==> src/rtl/dlatch_pkg.sv <==
// Shared types and constants for the dlatch write controller.
package dlatch_pkg;

   localparam int unsigned BEAT_W = 16;
   localparam int unsigned WORD_W = 32;
   localparam logic [WORD_W-1:0] INIT_VALUE = 32'hDEADBEEF;

   typedef enum logic [1:0] {
      ST_IDLE = 2'd0,
      ST_HI   = 2'd1,
      ST_LO   = 2'd2,
      ST_GAP  = 2'd3
   } state_e;

endpackage

==> src/rtl/dlatch_ctrl_if.sv <==
// Two-requester write bus. A word transfers on an edge where Valid_i[n] & Ready_o[n];
// Ready_o is at most one-hot and Data<n>_i must be stable while Valid_i[n] is high.
interface dlatch_ctrl_if;
   import dlatch_pkg::*;

   logic [1:0]        Valid_i;
   logic [WORD_W-1:0] Data0_i;
   logic [WORD_W-1:0] Data1_i;
   logic [1:0]        Ready_o;

   modport master (output Valid_i, output Data0_i, output Data1_i, input Ready_o);
   modport slave  (input Valid_i, input Data0_i, input Data1_i, output Ready_o);
endinterface

==> src/rtl/rr_arb2.sv <==
// Two-way round-robin arbiter: combinational one-hot grant, pointer advances on accept.
module rr_arb2 (
   input  logic       Clk_i,
   input  logic       Reset_n_i,
   input  logic [1:0] Req_i,
   input  logic       Accept_i,
   output logic [1:0] Grant_o,
   output logic       Ptr_o
);

   logic ptr;

   always_comb begin
      Grant_o = 2'b00;
      case (Req_i)
         2'b01:   Grant_o = 2'b01;
         2'b10:   Grant_o = 2'b10;
         2'b11:   Grant_o = ptr ? 2'b10 : 2'b01;
         default: Grant_o = 2'b00;
      endcase
   end

   // After a grant the pointer favours whichever requester was not served.
   always_ff @(posedge Clk_i) begin
      if (!Reset_n_i) begin
         ptr <= 1'b0;
      end else if (Accept_i) begin
         ptr <= Grant_o[0];
      end
   end

   assign Ptr_o = ptr;

endmodule

==> src/rtl/dlatch_ctrl.sv <==
// Arbitrates two word writers and serialises each accepted word into two 16-bit
// beats (high half first) for a dlatch, mirroring the last complete word in Shadow_o.
module dlatch_ctrl
   import dlatch_pkg::*;
#(
   parameter logic [WORD_W-1:0] Init = INIT_VALUE,
   parameter int unsigned       Gap  = 0
) (
   input  logic              Clk_i,
   input  logic              Reset_n_i,
   dlatch_ctrl_if.slave      req,
   output logic              Wen_o,
   output logic [BEAT_W-1:0] Data_o,
   output logic              Busy_o,
   output logic [WORD_W-1:0] Shadow_o,
   output state_e            State_o,
   output logic              Ptr_o
);

   localparam logic [3:0] GAP_LOAD = 4'((Gap == 0) ? 0 : Gap - 1);

   state_e            state;
   logic [WORD_W-1:0] word;
   logic [WORD_W-1:0] shadow;
   logic [3:0]        gap_cnt;
   logic              wen;
   logic [BEAT_W-1:0] data;
   logic [1:0]        grant;
   logic [1:0]        ready;
   logic              transfer;
   logic [WORD_W-1:0] sel_word;

   rr_arb2 u_arb (
      .Clk_i     (Clk_i),
      .Reset_n_i (Reset_n_i),
      .Req_i     (req.Valid_i),
      .Accept_i  (transfer),
      .Grant_o   (grant),
      .Ptr_o     (Ptr_o)
   );

   // Only offer a grant while idle and out of reset.
   assign ready       = (state == ST_IDLE && Reset_n_i) ? grant : 2'b00;
   assign req.Ready_o = ready;
   assign transfer    = |(req.Valid_i & ready);
   assign sel_word    = ready[1] ? req.Data1_i : req.Data0_i;

   // Wen/Data are registered alongside the state so they line up with HI and LO.
   always_ff @(posedge Clk_i) begin
      if (!Reset_n_i) begin
         state   <= ST_IDLE;
         word    <= '0;
         shadow  <= Init;
         gap_cnt <= '0;
         wen     <= 1'b0;
         data    <= '0;
      end else begin
         case (state)
            ST_IDLE: begin
               if (transfer) begin
                  word  <= sel_word;
                  wen   <= 1'b1;
                  data  <= sel_word[WORD_W-1:BEAT_W];
                  state <= ST_HI;
               end
            end
            ST_HI: begin
               data  <= word[BEAT_W-1:0];
               state <= ST_LO;
            end
            ST_LO: begin
               shadow <= word;
               wen    <= 1'b0;
               data   <= '0;
               if (Gap > 0) begin
                  gap_cnt <= GAP_LOAD;
                  state   <= ST_GAP;
               end else begin
                  state <= ST_IDLE;
               end
            end
            ST_GAP: begin
               if (gap_cnt == 4'd0) state <= ST_IDLE;
               else                 gap_cnt <= gap_cnt - 4'd1;
            end
            default: state <= ST_IDLE;
         endcase
      end
   end

   assign Wen_o    = wen;
   assign Data_o   = data;
   assign Busy_o   = (state != ST_IDLE);
   assign Shadow_o = shadow;
   assign State_o  = state;

endmodule

==> src/flat_wrapper.sv <==
// flat-port wrapper written by rule: the top's interface ports become plain ports
module dlatch_ctrl_flat import dlatch_pkg::*;
#(
   parameter logic [WORD_W-1:0] Init = INIT_VALUE,
   parameter int unsigned       Gap  = 0
)
  (Clk_i, Reset_n_i, Wen_o, Data_o, Busy_o, Shadow_o, State_o, Ptr_o, req_Valid_i, req_Data0_i, req_Data1_i, req_Ready_o);
  dlatch_ctrl_if req_i ();
  input  logic Clk_i;
  input  logic Reset_n_i;
  output logic Wen_o;
  output logic [BEAT_W-1:0] Data_o;
  output logic Busy_o;
  output logic [WORD_W-1:0] Shadow_o;
  output state_e State_o;
  output logic Ptr_o;
  input wire logic [$bits(req_i.Valid_i)-1:0] req_Valid_i;
  input wire logic [$bits(req_i.Data0_i)-1:0] req_Data0_i;
  input wire logic [$bits(req_i.Data1_i)-1:0] req_Data1_i;
  output wire logic [$bits(req_i.Ready_o)-1:0] req_Ready_o;
  assign req_i.Valid_i = req_Valid_i;
  assign req_i.Data0_i = req_Data0_i;
  assign req_i.Data1_i = req_Data1_i;
  assign req_Ready_o = req_i.Ready_o;
  dlatch_ctrl #(.Init(Init), .Gap(Gap)) u_core (.Clk_i(Clk_i), .Reset_n_i(Reset_n_i), .req(req_i), .Wen_o(Wen_o), .Data_o(Data_o), .Busy_o(Busy_o), .Shadow_o(Shadow_o), .State_o(State_o), .Ptr_o(Ptr_o));
endmodule
==> config.mk <==
export PLATFORM = sky130hd
export DESIGN_NAME = dlatch_ctrl_flat
export DESIGN_NICKNAME = d
export VERILOG_FILES = /design/src/rtl/dlatch_pkg.sv /design/src/rtl/dlatch_ctrl_if.sv /design/src/rtl/rr_arb2.sv /design/src/rtl/dlatch_ctrl.sv /design/src/flat_wrapper.sv
export SDC_FILE = /design/constraint.sdc
export NUM_CORES = 1
export LEC_CHECK = 0
export CAP_MARGIN = 10
export CORE_MARGIN = 2
export CORE_UTILIZATION = 32
export CTS_BUF_LIST = sky130_fd_sc_hd__clkbuf_8
export CTS_CLUSTER_SIZE = 24
export DETAILED_ROUTE_END_ITERATION = 16
export SETUP_SLACK_MARGIN = 0.5
export SYNTH_ARGS = -nofsm -noshare
export SYNTH_HDL_FRONTEND = slang
export SYNTH_HIERARCHICAL = 1
export SYNTH_SLANG_ARGS = --single-unit
==> constraint.sdc <==
create_clock -name Clk_i -period 2.3 [get_ports Clk_i]
set_input_delay 0.345 -clock Clk_i [delete_from_list [all_inputs] [get_ports Clk_i]]
set_output_delay 0.345 -clock Clk_i [all_outputs]
set_load 0.1 [all_outputs]
* Word level (Yosys, flattened, before mapping) *
Index checks and enable logic that the tools add are counted.

operators by class
  $add $sub $neg = 1
  multipliers = 0
  divide/modulo/power cells = 0
  order comparisons = 0
  equal/unequal tests = 8
  shifts and indexed selects = 0
  multiplexer cells = 11
  bitwise logic cells = 2
  reductions and logical operators = 12

operators with widths
  cell                                                                     number
  16-bit one-hot mux with 3 select lines                                   1
  32-bit two-way mux                                                       1
  16-bit two-way mux                                                       1
  2-bit AND reduction                                                      5
  2-bit equality test, second input constant                               4
  2-bit two-way mux                                                        4
  2-bit one-hot mux with 4 select lines                                    1
  2-bit one-hot mux with 3 select lines                                    1
  2-bit by 1-bit equality test with 1-bit output, second input constant    2
  4-bit zero test                                                          1
  2-bit by 1-bit inequality test with 1-bit output, second input constant  2
  2-bit nonzero test                                                       2
  4-bit by 1-bit subtractor with 4-bit output, second input constant       1
  3-bit nonzero test                                                       1
  2-bit AND                                                                1
  2-bit zero test                                                          1
  1-bit one-hot mux with 2 select lines                                    1
  2-bit OR reduction                                                       1
  1-bit logical AND                                                        1
  1-bit two-way mux                                                        1
  1-bit inverter                                                           1

word-level totals
  register bits = 88
  latch bits = 0
  bits in writable memories = 0
  ROM bits = 0
  bits of input ports = 68
  output and inout bits = 55
  memories = 0

* Depth between registers and ports, before layout *
  depth in word-level cells = 7
  gate-level depth with buffers = 9
  gate-level depth less buffers = 6

* Hierarchy *
The synthesis kept the hierarchy.

modules (own cells, without submodules)
  module       instances  cells each  area each (µm²)  sequential area each (µm²)
  dlatch_ctrl  1          371         3,886.2          1,741.7
  rr_arb2      1          6           60.1             20.0

* Worst setup path after synthesis *
Ideal clock, no wire load.

  kind = reg-to-reg
  from = reg u_core.state[0] (netlist: u_core/State_o[0])
  to = reg u_core.data[10] (netlist: u_core/Data_o[10])
  library setup time = 119 ps
  arrival = 2,979 ps
  data required time = 2,181 ps
  path slack = -799 ps
  cell stages (with the launch flop) = 10
  buffers on the path = 3
  path through = dfxtp_1 > inv_1 > ha_1 > buf_4 > inv_1 > a21oi_1 > or2_1 > buf_6 > buf_6 > o221a_1

on the way
  cells in the longest elaborated chain, start to end = 7
  elaborated cells on any way between the ends = 13
  those cells by class = eq/ne (3); mux (4); bitwise (1); reduce/logical (5)

ends and longest elaborated chain
  item                                                        line                                  text
  from (decl)                                                 dlatch_ctrl.sv:22                     state_e state;
  from (signal assigned)                                      dlatch_ctrl.sv:51                     state <= ST_IDLE;
  from (signal assigned)                                      dlatch_ctrl.sv:64                     state <= ST_HI;
  from (signal assigned)                                      dlatch_ctrl.sv:69                     state <= ST_LO;
  2-bit zero test                                             dlatch_ctrl.sv:43, dlatch_ctrl.sv:58
  1-bit logical AND                                           dlatch_ctrl.sv:43                     assign ready = (state == ST_IDLE && Reset_n_i) ? grant : 2'b00;
  2-bit two-way mux                                           dlatch_ctrl.sv:43
  2-bit AND                                                   dlatch_ctrl.sv:45                     assign transfer = |(req.Valid_i & ready);
  2-bit OR reduction                                          dlatch_ctrl.sv:45
  2-bit by 1-bit inequality test with 1-bit output (no line)  n/a
  2-bit AND reduction (no line)                               n/a
  to (signal assigned)                                        dlatch_ctrl.sv:63                     data <= sel_word[WORD_W-1:BEAT_W];
  to (signal assigned)                                        dlatch_ctrl.sv:68                     data <= word[BEAT_W-1:0];
  to (decl)                                                   dlatch_ctrl.sv:27                     logic [BEAT_W-1:0] data;

Parallel ways exist; a longest one is shown, timed or not. The select of a mux whose other input is x is not followed.
A chain may end at the register's enable or synchronous reset.

* Worst setup path in the final report *
  from = reg u_core.state[0] (netlist: u_core/State_o[0])
  to = out req_Ready_o[1]

on the way
  cells in the longest elaborated chain, start to end = 3

ends and longest elaborated chain
  item               line                text
  2-bit zero test    dlatch_ctrl.sv:43
  1-bit logical AND  dlatch_ctrl.sv:43
  2-bit two-way mux  dlatch_ctrl.sv:43
  to (decl)          flat_wrapper.sv:20  output wire logic [$bits(req_i.Ready_o)-1:0] req_Ready_o;

Every way passes these cells.

==> impl_metrics.csv <==
group,metric,value,unit
status,run_status,"complete, no violations",
logic_synthesis,yosys_warnings,6,
global_routing,grt_pass1_vias,3286,
routing,vias,3225,
sta,clock_skew,0.009882,ns
critical_path,reg2reg_depth,8,
place,gp_congestion,0.7723,
sta,finalSetupViolations,0,
clock_network,cts_tree,"built",
routing,via_per_inst,4.909,
routing,wl_per_cell,17.64,um
worst_hold_path,min_path_cells,2,
critical_path,critPathTopFamily,"buffers and inverters",
critical_path,path_buf_inv,4,
global_routing,grt_max_degree,60,
critical_path,slowest_delay,0.37,ns
sta,fin_crit,1.775,ns
routing,drc,0,
logic_synthesis,async_flop_share,0,
logic_synthesis,synth-main-ff-cell,"dfxtp_1",
global_routing,grt_overflow,0,
final_layout,final_common_cell,"dfxtp_1",
critical_path,crit_fanout,8,
routing,drt-total-wl,11.59,mm
critical_path,crit_arrival,1.43,ns
critical_path,reg2reg_to,"u_core/Data_o[9]$_SDFFE_PN0P_",
critical_path,crit_chain,"inv_4 > ha_4 > nand3_4 > buf_12 > clkinv_8 > buf_12",
final_layout,diodes,0,
sta,max-slew-margin-rel,0.6067,
critical_path,crit_required,1.96,ns
worst_hold_path,hold_end,"u_core/Shadow_o[25]$_SDFFE_PN1P_",
logic_synthesis,synth-edff-count,0,
clock_network,clk_pin_slew,0.09,ns
sta,hold_ws,0.4786,ns
floorplan,num_rows,40,
critical_path,ff2ff_setup_slack,0.55,ns
clock_network,insertion_delay,0.35,ns
floorplan,fp.dieW,115.1,um
logic_synthesis,syn_area_per_cell,10.47,um^2
clock_network,clkSinkCount,88,
final_layout,final_cell_mix,"dfxtp_1, mux2i_1, nand2_1",
sta,fmax,0.5633,GHz
logic_synthesis,ys_ff_latch,88,
clock_network,root_buffer,"clkbuf_8",
worst_hold_path,hold_path_startpoint,"u_core/word[25]$_SDFFE_PN0P_",
floorplan,start_util,0.3285,
sta,rsz0062_at_grt,"yes",
critical_path,critPathCaptureType,"output pin",
sta,period_share,0.7718,
floorplan,ios,123,
logic_synthesis,syn_inst,377,
power,ir_drop,0.4354,mV
logic_synthesis,syn-cell-area,3946,um^2
logic_synthesis,seq_area_frac_synth,0.4464,
logic_synthesis,synth.distinct_cells,31,
clock_network,cts_made_buffers,9,
routing,drtIter0Drc,157,
clock_network,clockBufferDepth,2,
place,placed_area,5229,um^2
routing,dr.pass1.iters,4,
critical_path,crit_slowest_cell,"dfxtp_4",
floorplan,die_h,115.1,um
sta,worst_pin_slew,0.5899,ns
clock_network,ctsHoldBuffers,0,
final_layout,nNetsFinal,581,
critical_path,startpoint,"u_core/State_o[0]$_SDFFE_PN0P_",
power,power_density,1036,nW/um^2
critical_path,worst_setup_path_start_kind,"register",
floorplan,core,12010,um^2
critical_path,cp_common_cell,"buf_12",
run,maxCapViolations,0,
routing,ant_nets,0,
final_layout,drive_gt1_frac,0.2392,
logic_synthesis,syn-num-nets,453,
critical_path,rr_startpoint,"u_core/State_o[0]$_SDFFE_PN0P_",
place,port_buffers,122,
sta,maxSlewViolCount,0,
place,hpwl,8.097,mm
global_routing,track_usage,0.1719,
critical_path,cp.depth,6,
final_layout,area_delta_synth_final,43.88,%
worst_hold_path,min_path_type,"register to register",
clock_network,htreeDepth,3,
sta,hold_viol_final,0,
floorplan,die_area,13240,um^2
critical_path,crit_type,"register to output pin",
final_layout,stdcell_area,5678,um^2
global_routing,grt_pass1_wl,17.48,mm
global_routing,antenna_found_initial,0,
power,p_leak,2.699,nW
power breakdown:
group          switching, W  leakage, nW  internal (W)
Clock              0.000559        0.103      0.000527
Sequential         0.000182        0.723       0.00176
Combinational       0.00197         1.87      0.000885
through the flow:
step	utilization	std cells	TNS, ns	total power (W)	setup slack [ns]
after global placement	0.4353	624	0	0.004674	0.001368
after global routing	0.4727	657	0	0.006115	0.4713
final	0.4727	657	0	0.005880	0.5248
after detailed placement	0.4353	624	-0.4026	0.004693	-0.05498
after floorplan	-	377	0	0.004037	0.1890
after CTS	0.4660	656	0	0.005871	0.5051
area by class of cell:
cell class | instances | area, um^2
clock buffer | 10 | 137.6
clock inverter | 6 | 60.06
fill | 1165 | 6334
inverter | 7 | 47.55
multi-input combinational | 250 | 2056
sequential | 88 | 1773
tap | 147 | 183.9
timing repair buffer | 149 | 1420
worst max-delay path by stage:
stage                                           endpoint
after floorplan           u_core/Data_o[10]$_SDFFE_PN0P_
after global placement    u_core/Data_o[14]$_SDFFE_PN0P_
after detailed placement  u_core/Data_o[14]$_SDFFE_PN0P_
after CTS                                 req_Ready_o[1]
after global routing                      req_Ready_o[1]
final                                     req_Ready_o[1]
flip-flops by register name, indices dropped and copies added, names as in the netlist:
register            count
u_core/Data_o          16
u_core/Wen_o            1
u_core/word            32
u_core/u_arb/Ptr_o      1
u_core/Shadow_o        32
u_core/State_o          2
u_core/gap_cnt          4
metal layers:
| metal | routed length [um] | vias to the layer above | GRT usage |
|---|---|---|---|
| met5 | 0 | - | 0 |
| met4 | 119 | 0 | 0.05221 |
| met3 | 416 | 10 | 0.03216 |
| met2 | 5550 | 82 | 0.2773 |
| met1 | 5505 | 1544 | 0.2343 |
| li1 | - | 1589 | - |
logic make-up (layout without fill, tap and decap cells):
group,Yosys count,count (layout),share of synthesized area
DFF,88,88,0.4464
AOI/OAI and AO/OA,60,60,0.1512
and+or+nand+nor,98,98,0.1122
xor gates and xnor gates,3,3,0.006659
buffers and inverters,39,172,0.05263
adders and majority gates,8,8,0.02537
muxes,81,81,0.2055
repair_timing:
action / in CTS / in global routing
pin swaps: 3 / 2
hold endpoints to repair: 0 / 0
endpoints found under the setup margin: 41 / 25
cloned: 1 / 1
buffers inserted: 15 / 0
resized for setup: 4 / 13
Yosys cell counts, drive strengths merged, types with 5 or more instances:
cell type / number / area, um^2
and2: 5 / 31.28
buf: 20 / 136.4
clkbuf: 12 / 45.04
dfxtp: 88 / 1762
ha: 8 / 100.1
inv: 7 / 26.27
mux2i: 81 / 810.8
nand2: 72 / 270.3
nand3: 5 / 37.54
nor2b: 10 / 62.56
o211a: 33 / 330.3
o221a: 16 / 180.2
worst reg2reg max path, delay by kind of cell (launching register included):
kind                       cells  cell delay, ns
adders and majority gates      1            0.17
and+or+nand+nor                1            0.11
AOI/OAI and AO/OA              1            0.25
buffers and inverters          3            0.36
DFF                            1            0.38
muxes                          2            0.39
Power figures use the tool's default switching activity.
